`src/rtl/sdram_sched_pkg.sv`:
```
// Shared encodings for the SDRAM burst scheduler: command opcodes, FSM states
// and default burst/FIFO sizing.
package sdram_sched_pkg;

    localparam int BURST_DEF      = 128;
    localparam int FIFO_DEPTH_DEF = 512;

    typedef enum logic [1:0] {
        OP_REFRESH = 2'd0,
        OP_WRITE   = 2'd1,
        OP_READ1   = 2'd2,
        OP_READ2   = 2'd3
    } cmd_op_t;

    typedef enum logic [1:0] {
        ST_IDLE  = 2'd0,
        ST_ISSUE = 2'd1,
        ST_BUSY  = 2'd2
    } state_t;

endpackage

```
`src/rtl/port_addr_gen.sv`:
```
// Wrapping burst address pointer for one frame-buffer port. A load restarts
// the pointer at BASE and overrides a simultaneous advance.
module port_addr_gen
    import sdram_sched_pkg::*;
#(
    parameter int ADDR_W = 23,
    parameter int BASE   = 0,
    parameter int MAX    = 324480,
    parameter int BURST  = BURST_DEF
) (
    input  logic              clk,
    input  logic              areset,
    input  logic              load,
    input  logic              advance,
    output logic [ADDR_W-1:0] ptr
);

    localparam logic [ADDR_W:0]   BURST_EXT = (ADDR_W+1)'(BURST);
    localparam logic [ADDR_W:0]   MAX_EXT   = (ADDR_W+1)'(MAX);
    localparam logic [ADDR_W-1:0] BASE_ADDR = ADDR_W'(BASE);

    // One extra bit so the wrap compare never sees an overflowed sum.
    logic [ADDR_W:0] next_ptr;
    assign next_ptr = {1'b0, ptr} + BURST_EXT;

    always_ff @(posedge clk or posedge areset) begin
        if (areset) begin
            ptr <= BASE_ADDR;
        end else if (load) begin
            ptr <= BASE_ADDR;
        end else if (advance) begin
            ptr <= (next_ptr >= MAX_EXT) ? BASE_ADDR : next_ptr[ADDR_W-1:0];
        end
    end

endmodule

```
`src/rtl/sdram_burst_scheduler.sv`:
```
// Picks one SDRAM burst at a time (refresh, video write, odd/even field read)
// from FIFO levels and presents it to the command engine over valid/ready.
//
//   state    | meaning
//   ---------+---------------------------------------------------------
//   ST_IDLE  | evaluate requests, latch the winning command
//   ST_ISSUE | cmd_valid held with stable fields until cmd_ready
//   ST_BUSY  | command accepted, waiting for burst_done
module sdram_burst_scheduler
    import sdram_sched_pkg::*;
#(
    parameter int ADDR_W     = 23,
    parameter int LEN_W      = 9,
    parameter int BURST      = BURST_DEF,
    parameter int FIFO_DEPTH = FIFO_DEPTH_DEF,
    parameter int WR_BASE    = 0,
    parameter int WR_MAX     = 324480,
    parameter int RD1_BASE   = 8320,
    parameter int RD1_MAX    = 161920,
    parameter int RD2_BASE   = 170880,
    parameter int RD2_MAX    = 324480
) (
    input  logic              clk,
    input  logic              areset,
    input  logic [LEN_W:0]    wr_level,
    input  logic [LEN_W:0]    rd1_level,
    input  logic [LEN_W:0]    rd2_level,
    input  logic              wr_load,
    input  logic              rd1_load,
    input  logic              rd2_load,
    input  logic              ref_req,
    output logic              cmd_valid,
    output logic [1:0]        cmd_op,
    output logic [ADDR_W-1:0] cmd_addr,
    output logic [LEN_W-1:0]  cmd_len,
    input  logic              cmd_ready,
    input  logic              burst_done,
    output logic              busy
);

    localparam logic [LEN_W:0]   LVL_WRITE = (LEN_W+1)'(BURST);
    localparam logic [LEN_W:0]   LVL_READ  = (LEN_W+1)'(FIFO_DEPTH - BURST);
    localparam logic [LEN_W-1:0] LEN_BURST = LEN_W'(BURST);

    state_t            state;
    logic              last_rd2;
    logic [ADDR_W-1:0] wr_ptr;
    logic [ADDR_W-1:0] rd1_ptr;
    logic [ADDR_W-1:0] rd2_ptr;

    logic wreq;
    logic r1req;
    logic r2req;
    assign wreq  = (wr_level  >= LVL_WRITE) && !wr_load;
    assign r1req = (rd1_level <= LVL_READ)  && !rd1_load;
    assign r2req = (rd2_level <= LVL_READ)  && !rd2_load;

    logic              sel_valid;
    cmd_op_t           sel_op;
    logic [ADDR_W-1:0] sel_addr;
    logic [LEN_W-1:0]  sel_len;

    always_comb begin
        sel_valid = 1'b0;
        sel_op    = OP_REFRESH;
        sel_addr  = '0;
        sel_len   = '0;
        if (ref_req) begin
            sel_valid = 1'b1;
        end else if (wreq) begin
            sel_valid = 1'b1;
            sel_op    = OP_WRITE;
            sel_addr  = wr_ptr;
            sel_len   = LEN_BURST;
        end else if (r1req && (!r2req || last_rd2)) begin
            sel_valid = 1'b1;
            sel_op    = OP_READ1;
            sel_addr  = rd1_ptr;
            sel_len   = LEN_BURST;
        end else if (r2req) begin
            sel_valid = 1'b1;
            sel_op    = OP_READ2;
            sel_addr  = rd2_ptr;
            sel_len   = LEN_BURST;
        end
    end

    always_ff @(posedge clk or posedge areset) begin
        if (areset) begin
            state     <= ST_IDLE;
            cmd_valid <= 1'b0;
            cmd_op    <= '0;
            cmd_addr  <= '0;
            cmd_len   <= '0;
            busy      <= 1'b0;
            last_rd2  <= 1'b1;
        end else begin
            case (state)
                ST_IDLE: begin
                    if (sel_valid) begin
                        cmd_valid <= 1'b1;
                        busy      <= 1'b1;
                        cmd_op    <= sel_op;
                        cmd_addr  <= sel_addr;
                        cmd_len   <= sel_len;
                        state     <= ST_ISSUE;
                    end
                end
                ST_ISSUE: begin
                    if (cmd_ready) begin
                        cmd_valid <= 1'b0;
                        state     <= ST_BUSY;
                        if (cmd_op == OP_READ1) begin
                            last_rd2 <= 1'b0;
                        end else if (cmd_op == OP_READ2) begin
                            last_rd2 <= 1'b1;
                        end
                    end
                end
                ST_BUSY: begin
                    if (burst_done) begin
                        busy  <= 1'b0;
                        state <= ST_IDLE;
                    end
                end
                default: begin
                    state <= ST_IDLE;
                end
            endcase
        end
    end

    // Pointers move only when the outstanding burst actually completes.
    logic done_ok;
    assign done_ok = (state == ST_BUSY) && burst_done;

    port_addr_gen #(
        .ADDR_W (ADDR_W),
        .BASE   (WR_BASE),
        .MAX    (WR_MAX),
        .BURST  (BURST)
    ) u_wr_ptr (
        .clk     (clk),
        .areset  (areset),
        .load    (wr_load),
        .advance (done_ok && (cmd_op == OP_WRITE)),
        .ptr     (wr_ptr)
    );

    port_addr_gen #(
        .ADDR_W (ADDR_W),
        .BASE   (RD1_BASE),
        .MAX    (RD1_MAX),
        .BURST  (BURST)
    ) u_rd1_ptr (
        .clk     (clk),
        .areset  (areset),
        .load    (rd1_load),
        .advance (done_ok && (cmd_op == OP_READ1)),
        .ptr     (rd1_ptr)
    );

    port_addr_gen #(
        .ADDR_W (ADDR_W),
        .BASE   (RD2_BASE),
        .MAX    (RD2_MAX),
        .BURST  (BURST)
    ) u_rd2_ptr (
        .clk     (clk),
        .areset  (areset),
        .load    (rd2_load),
        .advance (done_ok && (cmd_op == OP_READ2)),
        .ptr     (rd2_ptr)
    );

endmodule

```
`config.mk`:
```
export PLATFORM = sky130hd
export DESIGN_NAME = sdram_burst_scheduler
export DESIGN_NICKNAME = d
export VERILOG_FILES = /design/src/rtl/sdram_sched_pkg.sv /design/src/rtl/port_addr_gen.sv /design/src/rtl/sdram_burst_scheduler.sv
export SDC_FILE = /design/constraint.sdc
export NUM_CORES = 1
export LEC_CHECK = 0
export ABC_AREA = 0
export BUFFER_PORTS_ARGS = -buffer_cell sky130_fd_sc_hd__buf_2
export CAP_MARGIN = 25
export CORE_UTILIZATION = 50
export DETAILED_ROUTE_END_ITERATION = 12
export GPL_TIMING_DRIVEN = 1
export PLACE_DENSITY = 0.71
export SYNTH_ARGS = -nofsm -noshare
export SYNTH_HDL_FRONTEND = slang
export SYNTH_HIERARCHICAL = 1
export SYNTH_SLANG_ARGS = --single-unit
```
`constraint.sdc`:
```
create_clock -name clk -period 3 [get_ports clk]
set_clock_uncertainty 0.2 [all_clocks]
set_input_delay 0.45 -clock clk [delete_from_list [all_inputs] [get_ports clk]]
set_output_delay 0.45 -clock clk [all_outputs]
set_load 0.005 [all_outputs]
```
==> results of run 1 <==
[cells in the mapped netlist, drive strengths merged (5+ instances only)]
library cell,count
a21o,5
nor2b,5
mux2i,5
nand2,45
inv,40
and2,18
a21oi,13
and3,6
xnor2,6
o211ai,10
clkbuf,16
nand2b,14
nor4,14
nand3,16
dfrtp,69
a211oi,5
buf,55
or2,6
nand3b,8
dfstp,10
nor3,26
o21ai,15
a221oi,24
nand4,14
o32ai,28
nor2,64
[per-stage QoR]
| stage | util, % | hold slack [ns] | std cells |
|---|---|---|---|
| CTS | 58.0 | 0.111 | 831 |
| global route | 58.2 | 0.127 | 833 |
| finish | 58.2 | 0.119 | 833 |
| global placement | 55.0 | 0.287 | 813 |
| floorplan | - | 0.159 | 648 |
| detailed placement | 55.1 | 0.302 | 814 |
[worst max path at each step]
stage | start | endpoint | slack, ns | cells past startpoint
after floorplan | u_rd1_ptr/ptr[7] | u_rd1_ptr/ptr[10] | 0.20 | 8
after global placement | u_rd1_ptr/ptr[7] | u_rd1_ptr/ptr[14] | 0.09 | 8
after detailed placement | u_rd1_ptr/ptr[7] | u_rd1_ptr/ptr[15] | 0.09 | 8
after CTS | u_rd1_ptr/ptr[7] | u_rd1_ptr/ptr[15] | 0.07 | 8
after global routing | u_rd1_ptr/ptr[7] | u_rd1_ptr/ptr[10] | 0.02 | 8
final | u_rd1_ptr/ptr[7] | u_rd1_ptr/ptr[10] | 0.12 | 8
[area by class of cell]
type	count	area [sq um]	area share, %
multi-input combinational	458	3120	49.0
clock buffer	11	253	3.97
tap	140	175	2.75
timing repair buffer	100	624	9.81
sequential	79	1990	31.3
clock inverter	5	56.3	0.885
inverter	40	150	2.36
[registers in the layout (all words and copies together) (netlist names)]
signal	cells
cmd_len	1
u_rd1_ptr/ptr	16
busy	1
u_wr_ptr/ptr	16
u_rd2_ptr/ptr	16
cmd_valid	1
state	2
cmd_addr	23
last_rd2	1
cmd_op	2
[timing repair]
item,in CTS,in global routing
endpoints found under the setup margin,0,3
gates resized for setup,0,1
hold buffers,1,0
hold endpoints to repair,12,0
buffers inserted,0,2
[cells by family after synthesis]
family | count (synthesis)
AOI/OAI and AO/OA | 151
xor gates and xnor gates | 8
adders and majority gates | 3
buffers and inverters | 111
DFF | 79
muxes | 6
other | 4
and+or+nand+nor | 261
[worst max-delay path: cells and delay by family, from the launching register on]
kind	cells	cell delay, ns
AOI/OAI and AO/OA	2	0.76
and+or+nand+nor	4	1.02
buffers and inverters	1	0.19
adders and majority gates	1	0.22
DFF	1	0.41
[power groups by stage]
stage / Sequential (mW) / Clock [mW] / Combinational [mW]
floorplan: 1.41 / 0 / 0.740
global placement: 1.44 / 0 / 0.983
detailed placement: 1.45 / 0 / 1.01
CTS: 1.43 / 1.16 / 1.02
global route: 1.46 / 1.22 / 1.11
finish: 1.44 / 1.15 / 1.02
[metal layers]
metal	part of all wire [%]	up-vias	wire length, microns	global-route usage, %
met5	0	-	0	0
met3	4.6	26	688	3.07
met2	48	181	7230	43.8
met1	45	2444	6770	35.8
met4	2.2	0	326	9.88
li1	-	2382	-	-
==> impl_metrics.yaml, run 1 <==
clock_network:
  cts-buffers-inserted: 9
  clk_pin_slew_ns: 0.06
  cts_tree: "yes"
  root_buffer: "clkbuf_16"
  cts_max_level: 3
  cts_sinks: 79
  insertion_delay_ns: 0.34
  clockBufferDepth: 2
pwr:
  internal_power_mw: 2.43
  p_switching_mw: 1.18
  p_leak_nw: 2.77
  p_clk_share_pct: 32.0
  peakVddDrop_mv: 0.292
  comb_power_share_pct: 28.2
  seq_power_share_pct: 39.8
  total_power_mw: 3.61
  switching_share_pct: 32.7
  p_per_area_nw_per_um2: 566
yosys:
  yosysWarnings: 6
  yosysTopAreaCellShare_pct: 30.6
  synth_edf_count: 0
  netlist_area_sq_um: 5640
  seq_area_frac_synth_pct: 35.3
  synth_compound_area_share_pct: 24.3
  synthTopCellsByArea: "dfrtp_1 31%, o32ai_2 6.1%, dfstp_2 4.7%"
  synthArstFlopShare_pct: 100
  synth_ff_type: "dfrtp_1"
  yosysTopAreaCell: "dfrtp_1"
  synth_cell_types: 92
  synthMuxAreaShare_pct: 1.22
  postSynthCellCount: 623
  synth_xor_area_share_pct: 1.24
  synth-simple-area-share_pct: 25.8
  synth_top_family_by_area: "simple AND/OR/NAND/NOR gates"
  yosys.area_share.adder_pct: 0.666
  ys_ff_latch: 79
  syn_area_per_cell_sq_um: 9.05
final_layout:
  diodes: 0
  final_area_sq_um: 6360
  fillers: 946
  final_nets: 729
  area_growth_pct: 12.9
  final_cell_mix: "69 x dfrtp_1, 64 x nor2_1, 58 x buf_2, 44 x nand2_1, 40 x inv_1"
  layout_commonest_cell: "dfrtp_1"
  drive_above_1_share_pct: 27.0
sta:
  setup_tns_ns: 0
  period_share_pct: 96.0
  fin_ws_ns: 0.121
  rsz0062_at_grt: "no"
  setup_viol: 0
  slew_headroom_pct: 46.8
  period_minus_slack_ns: 2.88
  slew_viol_final: 0
  hold_viol: 0
  tightest_slew_ns: 0.793
  max_freq_ghz: 0.347
routing:
  routedWlPerCell_microns: 18.0
  drt_iter0_drc: 452
  drcViolationCount: 0
  wirelength_mm: 15.0
  postRouteAntennaNets: 0
  first_pass_iters: 5
  vias_per_cell: 6.04
  vias: 5033
worst_setup_path:
  r2r_cells: 8
  crit_arrival_ns: 2.96
  r2r_end: "u_rd1_ptr/ptr[10]"
  cp_max_fo: 8
  cp-start-kind: "register"
  max_stage_delay_ns: 0.56
  r2r_start: "u_rd1_ptr/ptr[7]"
  crit_path_end_kind: "register"
  crit_slowest_cell: "o311ai_0"
  crit_chain: "ha_1, and3_2, and2_2, o311ai_0, a221oi_2, buf_4, or4_1, nand3_1"
  cp_data_required_time_ns: 3.08
  criticalPathCategory: "reg2reg"
  regToRegSetupSlack_ns: 0.12
global_route:
  grt_pass1_vias: 4780
  antenna_found_initial: 0
  grt-ovfl-total: 0
  grt_max_degree: 26
  grtUsageTotal_pct: 26.6
  grt_pass1_wl_mm: 24.2
die:
  core_sq_um: 10900
  die_h_microns: 108
  die_area_sq_um: 11700
  ios: 74
  initial_core_util_pct: 51.6
  fp-row-count: 38
  die_w_microns: 108
flow_run:
  drv_cap: 0
place:
  place_area_sq_um: 6030
  io_buffers: 58
  place_hpwl_mm: 10.9
  gp_congestion: 0.923
  pre_cts_slack_ns: 0.0931
run_status:
  status: "finished, final reports clean"
hold_path:
  hold_path_depth: 2
  hold_class: "in2reg"
  holdPathEnd: "cmd_len[7]"
  timing.hold.worst.start: "ref_req"
Note: power is estimated with default switching activity, not from simulation.
==> run 2: changes to the inputs <==
--- a/config.mk
+++ b/config.mk
@@ -8,10 +8,10 @@
 export ABC_AREA = 0
 export BUFFER_PORTS_ARGS = -buffer_cell sky130_fd_sc_hd__buf_2
 export CAP_MARGIN = 25
-export CORE_UTILIZATION = 50
+export CORE_UTILIZATION = 45
 export DETAILED_ROUTE_END_ITERATION = 12
 export GPL_TIMING_DRIVEN = 1
-export PLACE_DENSITY = 0.71
+export PLACE_DENSITY = 0.65
 export SYNTH_ARGS = -nofsm -noshare
 export SYNTH_HDL_FRONTEND = slang
 export SYNTH_HIERARCHICAL = 1
==> run 2 against run 1 <==
Core utilization down 5.8 points. Count of clock-buffer cells in the layout down 1. Non-clock buffer count down 7. Sequential power about the same. Flip-flop and latch count unchanged. Sequential share of layout area up 0.080 points. Critical path type unchanged.
==> impl_metrics.yaml, run 2 (synthesis results as in run 1) <==
final_layout:
  final_nets: 722
  layout_commonest_cell: "dfrtp_1"
  diodes: 0
  regMostFlops: "cmd_addr"
  layout.cells.non_filler: 854
  final_cell_mix: "69 x dfrtp_1, 64 x nor2_1, 58 x buf_2, 44 x nand2_1, 40 x inv_1"
  drive_above_1_share_pct: 26.5
  largest_reg_flops: 23
  fillers: 1140
  area_growth_pct: 12.6
worst_setup_path:
  cp_max_fo: 8
  cp_data_required_time_ns: 3.08
  crit_arrival_ns: 2.90
  criticalPathCategory: "reg2reg"
  r2r_start: "u_rd1_ptr/ptr[7]"
  cp-startpoint: "u_rd1_ptr/ptr[7]"
  crit_path_end_kind: "register"
  r2r_end: "u_rd1_ptr/ptr[11]"
  cp-start-kind: "register"
  r2r_cells: 8
  regToRegSetupSlack_ns: 0.18
routing:
  first_pass_iters: 5
  drcViolationCount: 0
  drt_iter0_drc: 400
  postRouteAntennaNets: 0
  routed-wl-met2_mm: 6.87
  vias_per_cell: 5.74
  routedWlPerCell_microns: 16.9
  wl_met3_microns: 609
  vias: 4901
  top_layer: "met4"
  wirelength_mm: 14.5
  wl_met1_mm: 6.75
place:
  place_hpwl_mm: 10.6
  io_buffers: 58
  gp_congestion: 0.935
  dp.cells: 838
die:
  fp-row-count: 40
  die_w_microns: 114
  die_area_sq_um: 13000
  ios: 74
  initial_core_util_pct: 46.5
  die_h_microns: 114
  core_sq_um: 12100
clock_network:
  postCtsSetupBuffers: 0
  insertion_delay_ns: 0.35
  hold_buffers: 0
  cts_sinks: 79
  cts_resized: 0
  cts_max_level: 3
  cts_tree: "yes"
  cts-buffers-inserted: 9
  root_buffer: "clkbuf_16"
  clk_pin_slew_ns: 0.07
  clockBufferDepth: 2
sta:
  period_share_pct: 94.1
  rsz0062_at_grt: "no"
  slew_headroom_pct: 45.7
  setup_tns_ns: 0
  tightest_slew_ns: 0.811
  setup_viol: 0
  slew_viol_final: 0
  max_freq_ghz: 0.354
  period_minus_slack_ns: 2.82
  hold_viol: 0
pwr:
  p_leak_nw: 2.73
  p_per_area_nw_per_um2: 570
  peakVddDrop_mv: 0.228
hold_path:
  hold_class: "in2async"
global_route:
  antenna_found_initial: 0
  grt_pass1_wl_mm: 24.0
  grt_pass1_vias: 4716
  grt_max_degree: 26
  grtUsageTotal_pct: 23.4
  grt-ovfl-total: 0
flow_run:
  drv_cap: 0
run_status:
  status: "finished, final reports clean"
[run 2: worst max-delay path by stage]
stage | to | slack, ns
finish | u_rd1_ptr/ptr[11] | 0.18
detailed placement | u_rd1_ptr/ptr[12] | 0.08
global placement | u_rd1_ptr/ptr[14] | 0.14
CTS | u_rd1_ptr/ptr[12] | 0.06
global route | u_rd1_ptr/ptr[14] | 0.04
floorplan | u_rd1_ptr/ptr[10] | 0.20
[run 2: area by class of cell]
type                    count  area [sq um]  area share [%]
multi-input cells         458          3130            49.3
flip-flops and latches     79          1990            31.3
repair buffers             93           553            8.71
clock buffers              10           229            3.61
well taps                 168           210            3.31
inverters                  40           150            2.36
clock inverters             6          86.3            1.36
[run 2: through the flow]
stage / area, sq um / worst slack (ns) / hold slack, ns / utilization (%) / power, mW
after floorplan: 5730 / 0.203 / 0.159 / - / 2.15
after global placement: 6020 / 0.136 / 0.260 / 49.7 / 2.41
after detailed placement: 6020 / 0.0761 / 0.293 / 49.7 / 2.45
after CTS: 6330 / 0.0591 / 0.0294 / 52.3 / 3.65
after global routing: 6350 / 0.0373 / 0.0691 / 52.4 / 3.82
final: 6350 / 0.178 / 0.0283 / 52.4 / 3.62
[run 2: worst max-delay path, cell delays in order (launching register included)]
cell and delay [ns]:
dfstp_2 0.60, ha_1 0.18, and3_2 0.24, nand4_2 0.11, mux2_4 0.32, or4_4 0.45, buf_4 0.18, nor3_1 0.26
a32o_1 0.21
[run 2: layer usage]
metal	vias up	global-route usage [%]
li1	2367	-
met2	136	38.2
met1	2378	31.9
met5	-	0
met3	20	3.40
met4	0	7.79
[run 2: report_power, final]
part / internal [mW] / switching, mW / leakage, nW / total [mW]
Clock: 0.728 / 0.466 / 0.152 / 1.19
Sequential: 1.27 / 0.164 / 1.04 / 1.43
Combinational: 0.460 / 0.533 / 1.54 / 0.993
==> run 3: changes to the inputs <==
--- a/config.mk
+++ b/config.mk
@@ -6,13 +6,14 @@
 export NUM_CORES = 1
 export LEC_CHECK = 0
 export ABC_AREA = 0
-export BUFFER_PORTS_ARGS = -buffer_cell sky130_fd_sc_hd__buf_2
+export BUFFER_PORTS_ARGS = -buffer_cell sky130_fd_sc_hd__clkbuf_2
 export CAP_MARGIN = 25
 export CORE_UTILIZATION = 45
 export DETAILED_ROUTE_END_ITERATION = 12
 export GPL_TIMING_DRIVEN = 1
-export PLACE_DENSITY = 0.65
+export PLACE_DENSITY = 0.63
 export SYNTH_ARGS = -nofsm -noshare
 export SYNTH_HDL_FRONTEND = slang
 export SYNTH_HIERARCHICAL = 1
 export SYNTH_SLANG_ARGS = --single-unit
+export TNS_END_PERCENT = 5
==> constraint.sdc (replaced) <==
create_clock -name clk -period 2.9 [get_ports clk]
set_clock_uncertainty 0.2 [all_clocks]
set_input_delay 0.435 -clock clk [delete_from_list [all_inputs] [get_ports clk]]
set_output_delay 0.435 -clock clk [all_outputs]
set_load 0.005 [all_outputs]
==> run 3 against run 2 <==
Core utilization is 0.50 points higher. Die area stayed put. Hold slack better by 0.096 ns. Via count is 2.0% higher. Critical path depth stayed put. Non-clock buffer count is 11 higher.
==> impl_metrics.yaml, run 3 (synthesis results as in run 1) <==
worst_setup_path:
  cp_data_required_time_ns: 2.93
  crit_chain: "ha_1, buf_4, and2_4, o31a_1, o32ai_2, o211a_1, nor2_1, a311o_1"
  criticalPathCategory: "reg2reg"
  crit_arrival_ns: 2.77
  cp-start-kind: "register"
  cp_max_fo: 8
  crit_path_end_kind: "register"
  r2r_cells: 8
  crit_slowest_cell: "dfstp_2"
  max_stage_delay_ns: 0.40
sta:
  setup_viol: 0
  max_freq_ghz: 0.365
  slew_headroom_pct: 46.9
  slew_viol_final: 0
  period_minus_slack_ns: 2.74
  setup_tns_ns: 0
  period_share_pct: 94.5
  hold_viol: 0
  tightest_slew_ns: 0.796
  rsz0062_at_grt: "no"
die:
  core_sq_um: 12100
  initial_core_util_pct: 46.5
  die_h_microns: 114
  fp-row-count: 40
  die_w_microns: 114
  die_area_sq_um: 13000
  ios: 74
global_route:
  grt_pass1_wl_mm: 24.3
  grt_max_degree: 24
  grtUsageTotal_pct: 23.9
  grt_pass1_vias: 4836
  grt-ovfl-total: 0
  antenna_found_initial: 0
place:
  place_hpwl_mm: 10.9
  io_buffers: 58
  place_area_sq_um: 6080
  gp_congestion: 0.921
clock_network:
  cts_sinks: 79
  insertion_delay_ns: 0.35
  cts_max_level: 3
  cts_tree: "yes"
  cts-buffers-inserted: 9
  clockBufferDepth: 2
  root_buffer: "clkbuf_16"
  postCtsSetupBuffers: 0
  clk_pin_slew_ns: 0.06
routing:
  routedWlPerCell_microns: 17.0
  drcViolationCount: 0
  first_pass_iters: 7
  wirelength_mm: 14.7
  drt_iter0_drc: 375
  vias_per_cell: 5.78
  postRouteAntennaNets: 0
  vias: 4997
final_layout:
  diodes: 0
  layout_commonest_cell: "dfrtp_1"
  drive_above_1_share_pct: 27.4
  largest_reg_flops: 23
  final_cell_mix: "69 x dfrtp_1, 64 x nor2_1, 58 x clkbuf_2, 45 x buf_4, 44 x nand2_1"
  final_area_sq_um: 6410
  final_nets: 733
  regMostFlops: "cmd_addr"
  area_growth_pct: 13.7
pwr:
  p_switching_mw: 1.20
  p_clk_share_pct: 31.0
  switching_share_pct: 32.7
  peakVddDrop_mv: 0.213
  internal_power_mw: 2.47
  p_leak_nw: 2.76
  comb_power_share_pct: 28.7
  p_per_area_nw_per_um2: 573
  seq_power_share_pct: 40.3
run_status:
  status: "finished, final reports clean"
hold_path:
  hold_class: "in2reg"
  hold_path_depth: 2
flow_run:
  drv_cap: 0
## run 3: power by group through the flow
stage | Sequential (mW) | Clock (mW) | Combinational [mW]
final | 1.48 | 1.14 | 1.05
after global routing | 1.50 | 1.21 | 1.16
after CTS | 1.48 | 1.16 | 1.06
after detailed placement | 1.50 | 0 | 1.05
after global placement | 1.49 | 0 | 1.02
after floorplan | 1.46 | 0 | 0.766
## run 3: final cells by class
cell class / instances / area, sq um
clock inverters: 2 / 12.5
inverters: 40 / 150
well taps: 168 / 210
repair buffers: 104 / 638
flip-flops and latches: 79 / 1990
clock buffers: 14 / 284
multi-input cells: 458 / 3120
fillers: 1125 / 5700
## run 3: final timing paths
check	startpoint	to	slack (ns)
max reg2reg	u_rd2_ptr/ptr[8]	u_rd2_ptr/ptr[14]	0.16
min reg2reg	cmd_valid	cmd_valid	0.29
max	u_rd2_ptr/ptr[8]	u_rd2_ptr/ptr[14]	0.16
min in group asynchronous	areset	cmd_addr[20]	0.54
min	burst_done	state[1]	0.12
max in group asynchronous	areset	last_rd2	1.23
## run 3: worst max-delay path, delay by kind of cell (launching register included)
family                   cells  cell delay, ns
adder cells (fa/ha/maj)      1            0.23
AO/OA/AOI/OAI                4            1.25
flip-flops                   1            0.40
buffers and inverters        1            0.17
AND/OR/NAND/NOR              2            0.37
## run 3: layer usage
layer / share of wire, % / global-route usage, % / vias to the layer above
met5: 0 / 0 / -
met4: 2.5 / 10.7 / 0
met3: 3.4 / 3.03 / 29
met2: 46 / 38.7 / 134
met1: 48 / 32.0 / 2445
li1: - / - / 2389
## run 3: what timing repair did
| item | CTS | global route |
|---|---|---|
| endpoints found under the hold margin | 14 | 0 |
| setup endpoints to repair | 0 | 5 |
| hold buffers | 1 | 0 |
| resized for setup | 0 | 4 |
## run 3: metrics by stage
step                      hold WS (ns)  utilization, %  power, mW  worst slack, ns  std cells
after floorplan                  0.144               -       2.23            0.103        648
after global placement           0.262            50.2       2.51            0.112        847
after detailed placement         0.275            50.2       2.55           0.0444        847
after CTS                        0.118            52.8       3.70           0.0542        864
after global routing             0.148            52.9       3.88           0.0335        865
final                            0.124            52.9       3.67            0.159        865
